`src/rtl/lsu_pkg.sv`:
```
// Shared types and constants for the byte-serial load/store unit.
package lsu_pkg;

    localparam int unsigned BYTE_W = 8;

    typedef enum logic [1:0] {
        SZ_BYTE = 2'b00,
        SZ_HALF = 2'b01,
        SZ_WORD = 2'b10
    } size_e;

    typedef enum logic [1:0] {
        IDLE   = 2'b00,
        XFER   = 2'b01,
        FINISH = 2'b10,
        DONE   = 2'b11
    } state_e;

    // The reserved encoding 2'b11 behaves as a word access.
    function automatic size_e decode_size(input logic [1:0] raw);
        case (raw)
            2'b00:   return SZ_BYTE;
            2'b01:   return SZ_HALF;
            default: return SZ_WORD;
        endcase
    endfunction

    function automatic logic [1:0] last_index(input size_e sz);
        case (sz)
            SZ_BYTE: return 2'd0;
            SZ_HALF: return 2'd1;
            default: return 2'd3;
        endcase
    endfunction

endpackage

```
`src/rtl/load_store_unit_extend.sv`:
```
// Combinational sign/zero extension of an assembled little-endian load result.
module lsu_extend
    import lsu_pkg::*;
#(
    parameter int unsigned DATA_WIDTH = 32
) (
    input  logic [DATA_WIDTH-1:0] word_i,
    input  size_e                 size_i,
    input  logic                  unsigned_i,
    output logic [DATA_WIDTH-1:0] word_o
);

    logic fill_b;
    logic fill_h;

    assign fill_b = ~unsigned_i & word_i[BYTE_W-1];
    assign fill_h = ~unsigned_i & word_i[2*BYTE_W-1];

    always_comb begin
        word_o = word_i;
        case (size_i)
            SZ_BYTE: word_o = {{(DATA_WIDTH-BYTE_W){fill_b}}, word_i[BYTE_W-1:0]};
            SZ_HALF: word_o = {{(DATA_WIDTH-2*BYTE_W){fill_h}}, word_i[2*BYTE_W-1:0]};
            default: word_o = word_i;
        endcase
    end

endmodule

```
`src/rtl/load_store_unit.sv`:
```
// Byte-serial load/store unit bridging a CPU-width port to a byte-wide memory.
// Define LSU_MISALIGN_TRAP_EN to reject misaligned half/word accesses without touching memory.
module load_store_unit
    import lsu_pkg::*;
#(
    parameter int unsigned ADDRESS_WIDTH = 32,
    parameter int unsigned DATA_WIDTH    = 32
) (
    input  logic                     clk_i,
    input  logic                     rst_i,
    input  logic                     req_i,
    input  logic                     we_i,
    input  logic [1:0]               size_i,
    input  logic                     unsigned_i,
    input  logic [ADDRESS_WIDTH-1:0] addr_i,
    input  logic [DATA_WIDTH-1:0]    wdata_i,
    output logic                     busy_o,
    output logic                     done_o,
    output logic [DATA_WIDTH-1:0]    rdata_o,
    output logic                     misaligned_o,
    output logic                     mem_wr_en_o,
    output logic [ADDRESS_WIDTH-1:0] mem_addr_o,
    output logic [BYTE_W-1:0]        mem_wdata_o,
    input  logic [BYTE_W-1:0]        mem_rdata_i
);

    state_e                   state_q, state_d;
    logic [1:0]               k_q, k_d;
    logic [1:0]               last_q, last_d;
    logic                     we_q, we_d;
    logic                     uns_q, uns_d;
    size_e                    size_q, size_d;
    logic [DATA_WIDTH-1:0]    wdata_q, wdata_d;
    logic [ADDRESS_WIDTH-1:0] mem_addr_q, mem_addr_d;
    logic [BYTE_W-1:0]        mem_wdata_q, mem_wdata_d;
    logic [DATA_WIDTH-1:0]    rdata_q, rdata_d;
    logic [DATA_WIDTH-1:0]    buf_q, buf_d;
    logic                     cap_q, cap_d;
    logic [1:0]               cap_lane_q, cap_lane_d;
    logic [1:0]               k_next;
    logic [DATA_WIDTH-1:0]    ext_word;
    size_e                    req_size;
    logic                     req_misaligned;
`ifdef LSU_MISALIGN_TRAP_EN
    logic                     mis_q, mis_d;
`endif

    assign req_size = decode_size(size_i);
    assign k_next   = k_q + 2'd1;

`ifdef LSU_MISALIGN_TRAP_EN
    assign req_misaligned = ((req_size == SZ_HALF) && addr_i[0]) ||
                            ((req_size == SZ_WORD) && (addr_i[1:0] != 2'b00));
`else
    assign req_misaligned = 1'b0;
`endif

    lsu_extend #(
        .DATA_WIDTH(DATA_WIDTH)
    ) u_extend (
        .word_i    (buf_d),
        .size_i    (size_q),
        .unsigned_i(uns_q),
        .word_o    (ext_word)
    );

    always_comb begin
        state_d     = state_q;
        k_d         = k_q;
        last_d      = last_q;
        we_d        = we_q;
        uns_d       = uns_q;
        size_d      = size_q;
        wdata_d     = wdata_q;
        mem_addr_d  = mem_addr_q;
        mem_wdata_d = mem_wdata_q;
        rdata_d     = rdata_q;
        buf_d       = buf_q;
        cap_d       = 1'b0;
        cap_lane_d  = k_q;
`ifdef LSU_MISALIGN_TRAP_EN
        mis_d       = mis_q;
`endif

        // A load byte arrives one cycle after its address; drop it into its lane.
        if (cap_q) begin
            buf_d[{cap_lane_q, 3'b000} +: BYTE_W] = mem_rdata_i;
        end

        case (state_q)
            IDLE: begin
                if (req_i) begin
                    we_d    = we_i;
                    uns_d   = unsigned_i;
                    size_d  = req_size;
                    last_d  = last_index(req_size);
                    wdata_d = wdata_i;
                    k_d     = 2'd0;
                    buf_d   = '0;
`ifdef LSU_MISALIGN_TRAP_EN
                    mis_d   = req_misaligned;
`endif
                    if (req_misaligned) begin
                        state_d = DONE;
                    end else begin
                        mem_addr_d  = addr_i;
                        mem_wdata_d = wdata_i[BYTE_W-1:0];
                        state_d     = XFER;
                    end
                end
            end
            XFER: begin
                cap_d      = ~we_q;
                cap_lane_d = k_q;
                if (k_q == last_q) begin
                    state_d = we_q ? DONE : FINISH;
                end else begin
                    k_d         = k_next;
                    mem_addr_d  = mem_addr_q + ADDRESS_WIDTH'(1);
                    mem_wdata_d = wdata_q[{k_next, 3'b000} +: BYTE_W];
                end
            end
            FINISH: begin
                rdata_d = ext_word;
                state_d = DONE;
            end
            default: begin
                state_d = IDLE;
            end
        endcase
    end

    always_ff @(posedge clk_i) begin
        if (rst_i) begin
            state_q     <= IDLE;
            k_q         <= '0;
            last_q      <= '0;
            we_q        <= 1'b0;
            uns_q       <= 1'b0;
            size_q      <= SZ_BYTE;
            wdata_q     <= '0;
            mem_addr_q  <= '0;
            mem_wdata_q <= '0;
            rdata_q     <= '0;
            buf_q       <= '0;
            cap_q       <= 1'b0;
            cap_lane_q  <= '0;
`ifdef LSU_MISALIGN_TRAP_EN
            mis_q       <= 1'b0;
`endif
        end else begin
            state_q     <= state_d;
            k_q         <= k_d;
            last_q      <= last_d;
            we_q        <= we_d;
            uns_q       <= uns_d;
            size_q      <= size_d;
            wdata_q     <= wdata_d;
            mem_addr_q  <= mem_addr_d;
            mem_wdata_q <= mem_wdata_d;
            rdata_q     <= rdata_d;
            buf_q       <= buf_d;
            cap_q       <= cap_d;
            cap_lane_q  <= cap_lane_d;
`ifdef LSU_MISALIGN_TRAP_EN
            mis_q       <= mis_d;
`endif
        end
    end

    assign busy_o      = (state_q != IDLE);
    assign done_o      = (state_q == DONE);
    assign rdata_o     = rdata_q;
    assign mem_addr_o  = mem_addr_q;
    assign mem_wdata_o = mem_wdata_q;
    // Gating with rst_i keeps the byte in flight at the reset edge from being written.
    assign mem_wr_en_o = (state_q == XFER) && we_q && !rst_i;

`ifdef LSU_MISALIGN_TRAP_EN
    assign misaligned_o = done_o && mis_q;
`else
    assign misaligned_o = 1'b0;
`endif

endmodule
```
`config.mk`:
```
export PLATFORM = sky130hd
export DESIGN_NAME = load_store_unit
export DESIGN_NICKNAME = d
export VERILOG_FILES = /design/src/rtl/lsu_pkg.sv /design/src/rtl/load_store_unit_extend.sv /design/src/rtl/load_store_unit.sv
export SDC_FILE = /design/constraint.sdc
export NUM_CORES = 1
export LEC_CHECK = 0
export ABC_AREA = 1
export CAP_MARGIN = 20
export CORE_ASPECT_RATIO = 1.4
export CORE_MARGIN = 3
export CORE_UTILIZATION = 45
export DETAILED_ROUTE_END_ITERATION = 16
export HOLD_SLACK_MARGIN = 0.03
export PLACE_DENSITY = 0.72
export SLEW_MARGIN = 15
export SYNTH_ARGS = -nofsm -noshare
export SYNTH_HDL_FRONTEND = slang
export SYNTH_HIERARCHICAL = 1
export SYNTH_SLANG_ARGS = --single-unit
```
`constraint.sdc`:
```
create_clock -name clk_i -period 4.8 [get_ports clk_i]
set_input_delay 0.96 -clock clk_i [delete_from_list [all_inputs] [get_ports clk_i]]
set_output_delay 0.96 -clock clk_i [all_outputs]
set_load 0.1 [all_outputs]
```
# Word-level counts from Yosys, hierarchy flattened
# Cells that the tools add are included.
# word_totals
memories,0
mem_bits_rw,0
word_cells,67
inputBits,79
mem_bits_ro,0
latchBits,0
regBits,149
out_inout_bits,76
# classes
n_eq_ne,10
mul,0
order_cmp,0
mux,20
n_bitwise,5
n_div,0
n_shift,3
addsub,3
reduce_logical,13
# op_table
operator,n
32-bit 2-to-1 mux,5
32-bit one-hot mux with 2 select lines,2
32-bit by 1-bit adder with 32-bit output (second input constant),1
32-bit bitwise mux,1
8-bit by 7-bit variable shift with 32-bit output (first input constant),1
32-bit by 6-bit indexed part select with 8-bit output,1
8-bit by 7-bit indexed part select with 32-bit output,1
8-bit 2-to-1 mux,2
8-bit one-hot mux with 2 select lines,1
2-bit one-hot mux with 2 select lines,3
2-bit by 1-bit equality test with 1-bit output (second input constant),4
2-bit zero test,4
2-bit 2-to-1 mux,4
5-bit negation with 7-bit output,1
2-bit != test (second input constant),3
2-bit one-hot mux with 3 select lines,1
2-bit equality test (second input constant),2
2-bit AND reduction,2
2-bit nonzero test,2
1-bit NOT,3
3-bit AND reduction,1
2-bit by 1-bit adder with 2-bit output (second input constant),1
1-bit bitwise AND,2
2-bit equality test,1
other kinds (4),5

# Longest topological paths before layout
# depth
word_depth,8
depth_mapped,17
mapped_depth_nobuf,13

# By module
# The synthesis kept the hierarchy.
# by_module_without_submodules
module,seq_area_each_um2,n_inst,cells_each,area_per_inst_um2
load_store_unit,2962.8,1,1087,7265.7
lsu_extend,0.0,1,71,404.1

# Least setup slack after synthesis
# OpenSTA, ideal clock, no wires.
# synth_path
path_type,input to output
from,in rst_i
to,out mem_wr_en_o
path_slack_ns,1.210
stages,3
t_required_ns,3.840
path_buffers,2
arrival_time_ns,2.630
cell_sequence,clkbuf_1 buf_1 nor2_1
# synth_via
elab_chain_len,2
# synth_rtl
element,line_no,rtl
"start, declared",load_store_unit.sv:10,"input logic rst_i,"
1-bit zero test,load_store_unit.sv:177,assign mem_wr_en_o = (state_q == XFER) && we_q && !rst_i;
1-bit logical AND,load_store_unit.sv:177,
"end, declared",load_store_unit.sv:21,"output logic mem_wr_en_o,"
# No other way between the ends.

# Worst setup path after layout
# layout_path
from,reg state_q[0]
to,out busy_o
# layout_via
elab_chain_len,1
# layout_rtl
element,line_no,rtl
"start, declared",load_store_unit.sv:27,"state_e state_q, state_d;"
"start signal, assigned",load_store_unit.sv:152,state_q <= state_d;
2-bit nonzero test,load_store_unit.sv:171,assign busy_o = (state_q != IDLE);
"end, declared",load_store_unit.sv:17,"output logic busy_o,"
# No other way between the ends.

==> impl_metrics.json <==
{
  "outcome": "complete, no violations",
  "ys_warn_count": 6,
  "power_density_nw_per_um2": 740,
  "power.switching_uw": 3890,
  "nNetsFinal": 1353,
  "die_y_um": 160,
  "fill_cells": 1573,
  "postCtsResizedCells": 0,
  "avgSynthCellArea_um2": 6.62,
  "preCtsSetupSlack_ns": 1.52,
  "wl_mm": 22.1,
  "path_cells": "inv_1 > ha_1 > inv_1 > clkdlybuf4s50_1",
  "fin_skew_ns": 0.0107,
  "cap_violations": 0,
  "first_iter_violations": 544,
  "worst_pin_slew_ns": 1.13,
  "hpwlAfterDp_mm": 15.7,
  "fmax_mhz": 293,
  "place.gp.congestion": 0.901,
  "layout_setup_ws_ns": 1.38,
  "overflow": 0,
  "combPwrFrac_pct": 54.8,
  "synth-edff-count": 0,
  "cpMaxStageDelayCell": "clkdlybuf4s50_1",
  "switching_share_pct": 54.4,
  "crit_path_max_incr_delay_ns": 1.17,
  "clkPwrFrac_pct": 17.7,
  "tritoncts": "yes",
  "worstPathMaxFanout": 4,
  "ys_types": 38,
  "ios": 155,
  "yosysTopAreaCell": "dfxtp_1",
  "avgRoutedWirePerCell_um": 15.0,
  "crit_family": "buffers and inverters",
  "coreArea_um2": 16400,
  "netlist_top_cells_count": "nor2_1, nand2_1, dfxtp_1",
  "grt_max_degree": 59,
  "power_leakage_uw": 0.00384,
  "antenna_found_initial": 0,
  "required_ns": 3.84,
  "vdd_drop_max_mv": 0.602,
  "synth_area_leaders": "dfxtp_1, nor2_1, nand2_1",
  "hold_viol_final": 0,
  "dieArea_um2": 18700,
  "min_period_over_period_pct": 71.2,
  "drtAntennaViolNets": 0,
  "whs_ns": 0.459,
  "clk_path_buf_depth": 2,
  "synth_flop_cell": "dfxtp_1",
  "power_frac_seq_pct": 27.5,
  "die_width_um": 116,
  "hold_path.class": "reg -> reg",
  "hold_buffers": 0,
  "syn_to_final_growth_pct": 26.0,
  "period_minus_slack_ns": 3.42,
  "worst-setup-path-type": "reg -> out",
  "synthCells": 1158,
  "num_antenna_cells": 0,
  "layout-drive-gt1-share_pct": 6.97,
  "grt_use_total_pct": 23.8,
  "start_util_pct": 46.6,
  "clkTransAtPathRegs_ns": 0.06,
  "path_buf_inv": 3,
  "slew_headroom_pct": 24.5,
  "rsz0062_at_grt": "no",
  "synthesis.area_um2": 7670,
  "setup_viol": 0,
  "yosysSeqAreaShare_pct": 38.6,
  "slew_viol_final": 0,
  "dr_total_vias": 7742,
  "synthDominantCellAreaShare_pct": 38.6,
  "cts_root_buffer": "clkbuf_16",
  "cp.arrival_ns": 2.46,
  "post-cts-setup-buffer-count": 0,
  "fin_tns_setup_ns": 0,
  "cts_buffers": 17,
  "rows": 55,
  "drt_pre_antenna_iters": 5,
  "multi_input_area_um2": 4030,
  "grt_pass1_vias": 7313,
  "ys_ff_latch": 148,
  "end_kind": "output pin",
  "cts_max_level": 4,
  "regArea_um2": 2960,
  "crit_path_frequent_cell": "inv_1",
  "start_kind": "flip-flop",
  "grt_pass1_wl_mm": 35.8,
  "via_per_inst": 5.25,
  "drc_errors": 0,
  "synth_nets": 1247,
  "cts.sinks": 148,
  "synthArstFlopShare_pct": 0,
  "synth_most_common_cell": "nor2_1",
  "clk_latency_ns": 0.43,
  "port-buffer-count": 153,
  "p_int_uw": 3260
}
worst reg2reg max path, stage by stage (launching register included):
cell      delay (ns)
dfxtp_1         0.50
clkinv_1        0.49
ha_1            0.48
inv_1           0.10
nand2_1         0.07
nor2_1          0.40
a32oi_1         0.20
nor2_1          0.16
inv_1           0.06
nor2_1          0.11
nand2_2         0.31
nand3_1         0.18
nor2_1          0.06
nor2_1          0.12
final cells by class:
type | count | area share [%]
multi-input combinational | 867 | 41.7
clock inverter | 14 | 1.33
clock buffer | 18 | 4.44
sequential | 148 | 30.7
timing repair buffer | 162 | 16.6
tap | 199 | 2.58
inverter | 68 | 2.64
metal layers:
| metal | vias to the layer above | part of all wire [%] | GRT usage [%] |
|---|---|---|---|
| met5 | - | 0 | 0 |
| met4 | 0 | 3.2 | 10.3 |
| met3 | 50 | 6.1 | 4.30 |
| met2 | 269 | 49 | 40.8 |
| met1 | 3469 | 41 | 28.7 |
| li1 | 3954 | - | - |
worst paths after layout:
check                              startpoint  slack (ns)          end  cells past startpoint
worst max-delay path               state_q[0]        1.38       busy_o                      4
worst min-delay path                     we_q        0.46        cap_q                      1
worst max register to register  cap_lane_q[0]        1.50  rdata_o[19]                     13
worst min register to register           we_q        0.46        cap_q                      1
state kept, by name, indices dropped and copies added (netlist names), 2 cells and up:
name / flops
state_q: 2
last_q: 2
mem_addr_o: 32
rdata_o: 32
cap_lane_q: 2
wdata_q: 32
cap_lane_d: 2
buf_q: 32
mem_wdata_o: 8
power groups by stage:
stage	sequential (µW)	combinational [µW]	clock, µW
final	1960	3920	1270
after global routing	2010	4200	1330
after CTS	1960	3930	1280
after detailed placement	1980	3920	0
after global placement	1980	3890	0
after floorplan	3610	1440	0
cells in the final DEF (no fill, tap or decap), types with 4 or more instances in the layout:
master and instances:
nand3b_1 4, nor2_4 6, a21oi_1 50, clkbuf_16 17
inv_2 6, o21ai_0 112, a32oi_1 8, nor2_1 273
nand2_1 244, clkdlybuf4s50_1 151, o22ai_1 8, o21ai_2 8
nor3_2 8, a22oi_1 12, nor2_2 4, ha_1 9
inv_1 61, nand2_2 6, dfxtp_1 148, nand3_1 53
buf_4 9, nor3_1 35, clkinv_4 4
cells by family after synthesis:
family          synth area share (%)
flops                           38.6
simple gates                    35.4
buf+inv                         8.84
compound gates                  15.2
other cells                   0.0489
fa+ha+maj                       1.63
xor+xnor                       0.228
stage by stage:
stage	area [µm²]	power [µW]	std cells	utilization [%]
6_report	9660	7150	1476	58.7
3_3_place_gp	9080	5870	1443	55.2
3_5_place_dp	9100	5900	1444	55.3
2_1_floorplan	7670	5050	1158	-
5_1_grt	9660	7540	1476	58.7
4_1_cts	9660	7180	1476	58.7
(Power assumes the default switching activity.)
